[config.mk]
export PLATFORM = sky130hd
export DESIGN_NAME = tdm_rx_demux
export DESIGN_NICKNAME = d
export VERILOG_FILES = /design/src/rtl/tdm_pkg.sv /design/src/rtl/tdm_rx_fifo.sv /design/src/rtl/tdm_rx_demux.sv
export SDC_FILE = /design/constraint.sdc
export NUM_CORES = 1
export LEC_CHECK = 0
export ABC_AREA = 0
export CAP_MARGIN = 40
export CORE_MARGIN = 1.5
export CORE_UTILIZATION = 50
export CTS_CLUSTER_DIAMETER = 50
export DETAILED_ROUTE_END_ITERATION = 8
export GPL_TIMING_DRIVEN = 0
export PLACE_DENSITY = 0.76
export SYNTH_ARGS = -nofsm -noshare
export SYNTH_HDL_FRONTEND = slang
export SYNTH_SLANG_ARGS = --single-unit
[constraint.sdc]
create_clock -name clk -period 7.2 [get_ports clk]
set_clock_uncertainty 0.2 [all_clocks]
set_input_delay 0.72 -clock clk [delete_from_list [all_inputs] [get_ports clk]]
set_output_delay 0.72 -clock clk [all_outputs]
set_load 0.02 [all_outputs]
[src/rtl/tdm_pkg.sv]
// Shared constants and types for the TDM register-link reader endpoint.
package tdm_pkg;

    localparam int unsigned TDM_DATA_W = 16;

    // Frame phases in which each channel's word is on the link
    localparam logic [1:0] PH_CH0_CAP = 2'd2;
    localparam logic [1:0] PH_CH1_CAP = 2'd0;

    typedef logic [0:0] tdm_ch_t;

    localparam tdm_ch_t CH0 = 1'b0;
    localparam tdm_ch_t CH1 = 1'b1;

endpackage

[src/rtl/tdm_rx_fifo.sv]
// Registered first-word-fall-through FIFO for one link channel.
// A push into a full FIFO is only accepted when a pop frees the head slot in the same cycle.
module tdm_rx_fifo #(
    parameter int unsigned DATA_W = 16,
    parameter int unsigned DEPTH  = 4
) (
    input  logic              clk,
    input  logic              reset,
    input  logic              push,
    input  logic [DATA_W-1:0] wdata,
    input  logic              pop,
    output logic              full,
    output logic              empty,
    output logic [DATA_W-1:0] head
);

    localparam int unsigned AW = $clog2(DEPTH);
    localparam logic [AW:0] FULL_CNT = (AW + 1)'(DEPTH);

    logic [DATA_W-1:0] mem_q [DEPTH];
    logic [AW-1:0]     wr_ptr_q, rd_ptr_q;
    logic [AW:0]       count_q;
    logic              do_push, do_pop;

    assign full    = (count_q == FULL_CNT);
    assign empty   = (count_q == '0);
    assign do_pop  = pop && !empty;
    assign do_push = push && (!full || do_pop);
    assign head    = mem_q[rd_ptr_q];

    always_ff @(posedge clk or posedge reset) begin
        if (reset) begin
            wr_ptr_q <= '0;
            rd_ptr_q <= '0;
            count_q  <= '0;
            for (int i = 0; i < int'(DEPTH); i++) begin
                mem_q[i] <= '0;
            end
        end else begin
            // When full, wr_ptr equals rd_ptr: the new word lands in the slot being popped
            if (do_push) begin
                mem_q[wr_ptr_q] <= wdata;
                wr_ptr_q        <= wr_ptr_q + 1'b1;
            end
            if (do_pop) begin
                rd_ptr_q <= rd_ptr_q + 1'b1;
            end
            if (do_push && !do_pop) begin
                count_q <= count_q + 1'b1;
            end else if (!do_push && do_pop) begin
                count_q <= count_q - 1'b1;
            end
        end
    end

endmodule

[src/rtl/tdm_rx_demux.sv]
// Reader endpoint of the 2-channel, 4-phase TDM link: phase recovery, capture, per-channel FIFOs.
// Define RX_PARITY_EN to add even-parity checking of captured words (rx_parity / par_err).
module tdm_rx_demux
    import tdm_pkg::*;
#(
    parameter int unsigned DATA_W     = TDM_DATA_W,
    parameter int unsigned FIFO_DEPTH = 4
) (
    input  logic              clk,
    input  logic              reset,
    input  logic [DATA_W-1:0] rx_data,
    input  logic              rx_valid,
    input  logic              frame_sync,
    output logic [DATA_W-1:0] ch0_data,
    output logic              ch0_valid,
    input  logic              ch0_ready,
    output logic [DATA_W-1:0] ch1_data,
    output logic              ch1_valid,
    input  logic              ch1_ready,
    output logic [1:0]        ovf,
`ifdef RX_PARITY_EN
    input  logic              rx_parity,
    output logic [1:0]        par_err,
`endif
    input  logic              ovf_clr
);

    logic [1:0]        phase_q, phase_d;
    logic              armed_q, armed_d;
    logic [1:0]        ovf_q, ovf_d, ovf_set;
    logic [1:0]        par_q, par_d, par_set;
    logic              cap_hit, par_bad;
    tdm_ch_t           cap_ch;
    logic [1:0]        push, pop, full, empty, ready;
    logic [DATA_W-1:0] head [2];

    assign ready = {ch1_ready, ch0_ready};

`ifdef RX_PARITY_EN
    assign par_bad = ^{rx_data, rx_parity};
    assign par_err = par_q;
`else
    assign par_bad = 1'b0;
`endif

    always_comb begin
        cap_hit = 1'b0;
        cap_ch  = CH0;
        if (rx_valid) begin
            if (phase_q == PH_CH0_CAP) begin
                cap_hit = 1'b1;
            end else if (phase_q == PH_CH1_CAP && armed_q) begin
                cap_hit = 1'b1;
                cap_ch  = CH1;
            end
        end
    end

    always_comb begin
        for (int i = 0; i < 2; i++) begin
            push[i]    = cap_hit && !par_bad && (cap_ch == tdm_ch_t'(i));
            par_set[i] = cap_hit && par_bad && (cap_ch == tdm_ch_t'(i));
            pop[i]     = !empty[i] && ready[i];
            ovf_set[i] = push[i] && full[i] && !pop[i];
        end
        phase_d = frame_sync ? 2'd0 : phase_q + 2'd1;
        armed_d = armed_q || frame_sync || (phase_q == 2'd3);
        // A new event in the clearing cycle must survive the clear
        ovf_d   = (ovf_clr ? 2'b00 : ovf_q) | ovf_set;
        par_d   = (ovf_clr ? 2'b00 : par_q) | par_set;
    end

    always_ff @(posedge clk or posedge reset) begin
        if (reset) begin
            phase_q <= 2'd0;
            armed_q <= 1'b0;
            ovf_q   <= 2'b00;
            par_q   <= 2'b00;
        end else begin
            phase_q <= phase_d;
            armed_q <= armed_d;
            ovf_q   <= ovf_d;
            par_q   <= par_d;
        end
    end

    for (genvar i = 0; i < 2; i++) begin : g_ch
        tdm_rx_fifo #(
            .DATA_W (DATA_W),
            .DEPTH  (FIFO_DEPTH)
        ) u_fifo (
            .clk   (clk),
            .reset (reset),
            .push  (push[i]),
            .wdata (rx_data),
            .pop   (pop[i]),
            .full  (full[i]),
            .empty (empty[i]),
            .head  (head[i])
        );
    end

    assign ovf       = ovf_q;
    assign ch0_data  = head[0];
    assign ch0_valid = !empty[0];
    assign ch1_data  = head[1];
    assign ch1_valid = !empty[1];

endmodule

Word-level counts from Yosys, hierarchy flattened:

Cells that the tools add are included.
W data, S select, Z words.

* word-level logic and storage cells: 103
* flip-flop bits (word level): 147
* output and inout bits: 36

* equal/unequal tests: 4
* bitwise operators: 6
* reduce and logical (&&, ||, !) cells: 38
* $lt $le $gt $ge: 6
* multiplexer cells: 23
* add/sub/neg operators: 9

Operators with widths (number)
* $bwmux W64: 2
* $mux W16: 6
* $bmux W16 S2: 2
* $demux W16 S2: 2
* $logic_and A1 B1 Y1: 19
* $ge A3 B3 Y1 const B: 4
* $mux W3: 4
* $not A2 Y3: 4
* $add A2 B1 Y2 const B: 5
* $logic_not A1 Y1: 10
* $add A3 B1 Y3 const B: 2
* $eq A3 B3 Y1 const B: 2
* $logic_not A3 Y1: 2
* $lt A3 B1 Y1 const B: 2
* $sub A3 B1 Y3 const B: 2
* $mux W1: 5
* $eq A2 B2 Y1 const B: 2
* $logic_or A1 B1 Y1: 4
* $mux W2: 2
* $reduce_bool A2 Y1: 2
* $logic_not A2 Y1: 1
* $or A2 B2 Y2: 1
* $not A1 Y1: 1

Depth between registers and ports, before layout:

* depth in word-level cells: 12
* mapped depth: 13
* mapped depth without buffers: 11

Hierarchy:

A second synthesis with hierarchy kept.

* cell total of the unflattened synthesis: 409
* area total of the unflattened synthesis: 6657.6 sq um

Modules (own cells, without submodules)
* tdm_rx_fifo: sequential area each 1776.7 sq um, cells each 192, area an instance 3199.3 sq um, times used 2
* tdm_rx_demux: sequential area each 125.1 sq um, cells each 25, area an instance 259.0 sq um, times used 1

Least setup slack after synthesis:

OpenSTA, ideal clock, no wires.

* kind: input port to flip-flop
* start point: in ch1_ready
* end point: reg g_ch[1].u_fifo.count_q[1]
* cell stages on the path: 8
* setup time: 125 ps
* required time: 6875 ps
* path slack: 4466 ps
* path buffers: 1
* data arrival time: 2409 ps
* cell sequence: or4b_1 buf_6 nand2_1 inv_1 ha_1 inv_1 fa_1 mux2_2

* longest elaborated chain between the ends: 7

Ends and longest elaborated chain
* from (decl): line tdm_rx_demux.sv:19 `input logic ch1_ready,`
* $logic_and A1 B1 Y1 *: line tdm_rx_demux.sv:63 `pop[i] = !empty[i] && ready[i];`
* $logic_and A1 B1 Y1 *: line tdm_rx_fifo.sv:27 `assign do_pop = pop && !empty;`
* $logic_or A1 B1 Y1 *: line tdm_rx_fifo.sv:28 `assign do_push = push && (!full || do_pop);`
* $logic_and A1 B1 Y1 *: line tdm_rx_fifo.sv:28
* via g_ch[1].u_fifo.do_push: line tdm_rx_fifo.sv:23 `logic do_push, do_pop;`
* $logic_not A1 Y1: line tdm_rx_fifo.sv:50 `end else if (!do_push && do_pop) begin`
* $logic_and A1 B1 Y1: line tdm_rx_fifo.sv:50
* $reduce_bool A2 Y1 (no source line)
* to (signal assigned): line tdm_rx_fifo.sv:49 `count_q <= count_q + 1'b1;`
* to (signal assigned): line tdm_rx_fifo.sv:51 `count_q <= count_q - 1'b1;`
* to (decl): line tdm_rx_fifo.sv:22 `logic [AW:0] count_q;`

The timed path passes the listed nets; every way through them passes the cells marked *.
A chain may end at the register's enable or synchronous reset.

Worst setup path after layout:

* start point: reg g_ch[0].u_fifo.rd_ptr_q[1]
* end point: out ch0_data[11]

* longest elaborated chain between the ends: 4

Ends and longest elaborated chain
* from (decl): line tdm_rx_fifo.sv:21 `logic [AW-1:0] wr_ptr_q, rd_ptr_q;`
* from (signal assigned): line tdm_rx_fifo.sv:46 `rd_ptr_q <= rd_ptr_q + 1'b1;`
* $not A2 Y3 (implied by the code): line tdm_rx_fifo.sv:29 `assign head = mem_q[rd_ptr_q];`
* $bmux W16 S2: line tdm_rx_fifo.sv:29
* $mux W16 (implied by the code) (2 in series): line tdm_rx_fifo.sv:29
* to (decl): line tdm_rx_demux.sv:14 `output logic [DATA_W-1:0] ch0_data,`

No other way between the ends. The select of a mux whose other input is x is not followed.

==> impl_metrics.tcl <==
set metrics [dict create \
    status "finished clean" \
    seq_area_um2 3679 \
    dieArea_um2 14850 \
    fin_ws_ns 3.534 \
    instances_no_fill 667 \
    rsz0062_at_grt "no" \
    crit_path_end_kind "output pin" \
    fp.dieH_um 121.9 \
    cp.required_ns 6.28 \
    multi_input_area_um2 3089 \
    grt_pass1_vias 4055 \
    path_cells "clkbuf_1 > clkbuf_1 > mux4_2 > clkdlybuf4s50_1" \
    cts_root_buf "clkbuf_16" \
    clk_pin_slew_ns 0.05 \
    p_leak_nw 3.955 \
    routed_wirelength_um 13500 \
    place.gp.congestion 0.7218 \
    cp-start-kind "flip-flop" \
    tightest_slew_ns 0.7077 \
    period_minus_slack_ns 3.666 \
    finalHoldWorstSlack_ns 0.2551 \
    post-place-cells 637 \
    cts_tree "built" \
    cts_buffers 17 \
    arrival_ns 2.75 \
    clk_latency_ns 0.41 \
    cp_slowest_cell "clkbuf_1" \
    crit_top_cell "clkbuf_1" \
    synth-main-ff-cell "dfrtp_1" \
    synth_cells 399 \
    remaining_drc_errors 0 \
    drt-initial-drc-count 202 \
    async_reset_ff_frac 1.000 \
    synth.distinct_cells 27 \
    coreArea_um2 13830 \
    ys_seq_area_frac 0.5206 \
    overflow 0 \
    ys_warn_count 0 \
    fmax_mhz 272.8 \
    ys_ff_latch 147 \
    place_ws_ns 3.884 \
    dr_total_vias 3647 \
    synth.net_count 437 \
    ant_nets 0 \
    num_rows 43 \
    antenna_cells 0 \
    power_density_nw_per_um2 479.6 \
    slowest_delay_ns 0.60 \
    hp-class "reg -> reg" \
    crit_type "reg -> out" \
    grt_usage 0.2024 \
    maxCapViolCount 0 \
    cts.sinks 147 \
    htreeDepth 4 \
    syn_to_final_growth_pct 19.53 \
    netlist_area_um2 7066 \
    synth.most_common_cell "dfrtp_1" \
    drive_above_1_share 0.4476 \
    nets 514 \
    synth-edff-count 0 \
    finalCritPeriodShare 0.5091 \
    post_cts_buffers 0 \
    pin_count 59 \
    grt_antenna_before_repair 0 \
    hold_buffers 0 \
    hold_viol 0 \
    die_width_um 121.9 \
    vias_per_cell 5.468 \
    synth_top_area_share 0.5206 \
    drv_slew 0 \
    critPathMaxFanout 10 \
    cts-resized-gates 0 \
    yosysTopAreaCell "dfrtp_1" \
    postSynthAreaPerCell_um2 17.71 \
    grt_start_max_net_pins 100 \
    vdd_drop_max_v 0.0002502 \
    dpl.hpwl_um 8818 \
    slew_headroom 0.5282 \
    setup_tns_ns 0 \
    synth_common_cells "dfrtp_1, mux2_4, mux2_2" \
    fill_cells 969 \
    portBuffers 57 \
    setup_viol 0 \
    cts_buffer_depth 2 \
    dr.pass1.iters 4 \
    routedWlPerCell_um 20.24 \
    start_util 0.5110 \
    synth_area_leaders "dfrtp_1, mux2_4, mux4_2" \
    grt_pass1_wl_um 22350 \
]
[power breakdown]
group	leakage, nW	internal (mW)	total [mW]	switching (mW)
sequential	1.82	1.21	1.43	0.214
clock	0.274	0.522	0.837	0.315
combinational	1.86	1.07	1.79	0.721
total	3.95	2.80	4.05	1.25
[layout make-up]
cell class | instances | area share
inverter | 13 | 0.006370
sequential | 147 | 0.4356
buffer | 21 | 0.02948
multi-input combinational | 218 | 0.3658
clock buffer | 24 | 0.05585
timing repair buffer | 58 | 0.07081
tap | 180 | 0.02667
clock inverter | 6 | 0.009481
[flip-flops by register name (all words and copies together), names as in the netlist]
name	cells
g_ch.u_fifo.mem_q	128
phase_q	2
g_ch.u_fifo.wr_ptr_q	4
ovf	2
g_ch.u_fifo.count_q	6
armed_q	1
g_ch.u_fifo.rd_ptr_q	4
[logic make-up after synthesis]
kind of cell | Yosys count | share of synthesized area
AO/OA/AOI/OAI | 2 | 0.001771
AND/OR/NAND/NOR | 25 | 0.03701
buffers and inverters | 34 | 0.04215
XOR/XNOR | 12 | 0.01488
flip-flops | 147 | 0.5206
adder cells (fa/ha/maj) | 15 | 0.02869
multiplexers | 164 | 0.3549
[through the flow]
stage               total power [mW]    util  area (µm²)
finish                         4.050  0.6108        8446
global route                   4.272  0.6108        8446
CTS                            4.091  0.6108        8446
detailed placement             3.228  0.5709        7894
floorplan                      2.641       -        7066
global placement               3.158  0.5685        7861
[placed cells by master, fill, tap and decap left out, drive strengths merged, types with 3 or more instances in the layout]
master	n
nand4	4
clkinv	4
xor2	4
nor2	3
xnor2	8
mux4	32
clkdlybuf4s50	57
nand2	4
clkbuf	27
inv	13
or3	3
dfrtp	147
nand3	6
mux2	132
ha	13
buf	19
[critical path, delay by kind of cell, from the launching register on]
family   cells  cell delay, ns
buf+inv      3            1.61
mux          1            0.40
flops        1            0.31
[path summary, 6_finish.rpt]
path                                              to  depth (start not counted)  slack (ns)                       start
setup / recovery                        ch0_data[11]                          4        3.53  g_ch[0].u_fifo.rd_ptr_q[1]
hold / removal                            phase_q[0]                          1        0.26                  phase_q[0]
setup reg to reg           g_ch[1].u_fifo.count_q[2]                         13        4.35                  phase_q[0]
hold reg to reg                           phase_q[0]                          1        0.26                  phase_q[0]
max in group asynchronous   g_ch[1].u_fifo.mem_q[10]                          3        5.45                       reset
min in group asynchronous   g_ch[0].u_fifo.mem_q[37]                          2        0.51                       reset
[layer usage]
layer	part of all wire	wire length (µm)	GRT usage
met5	0	0	0
met4	0.0085	115	0.05294
met3	0.047	636	0.06273
met2	0.50	6730	0.3244
met1	0.45	6015	0.2692
(Power assumes the default switching activity.)
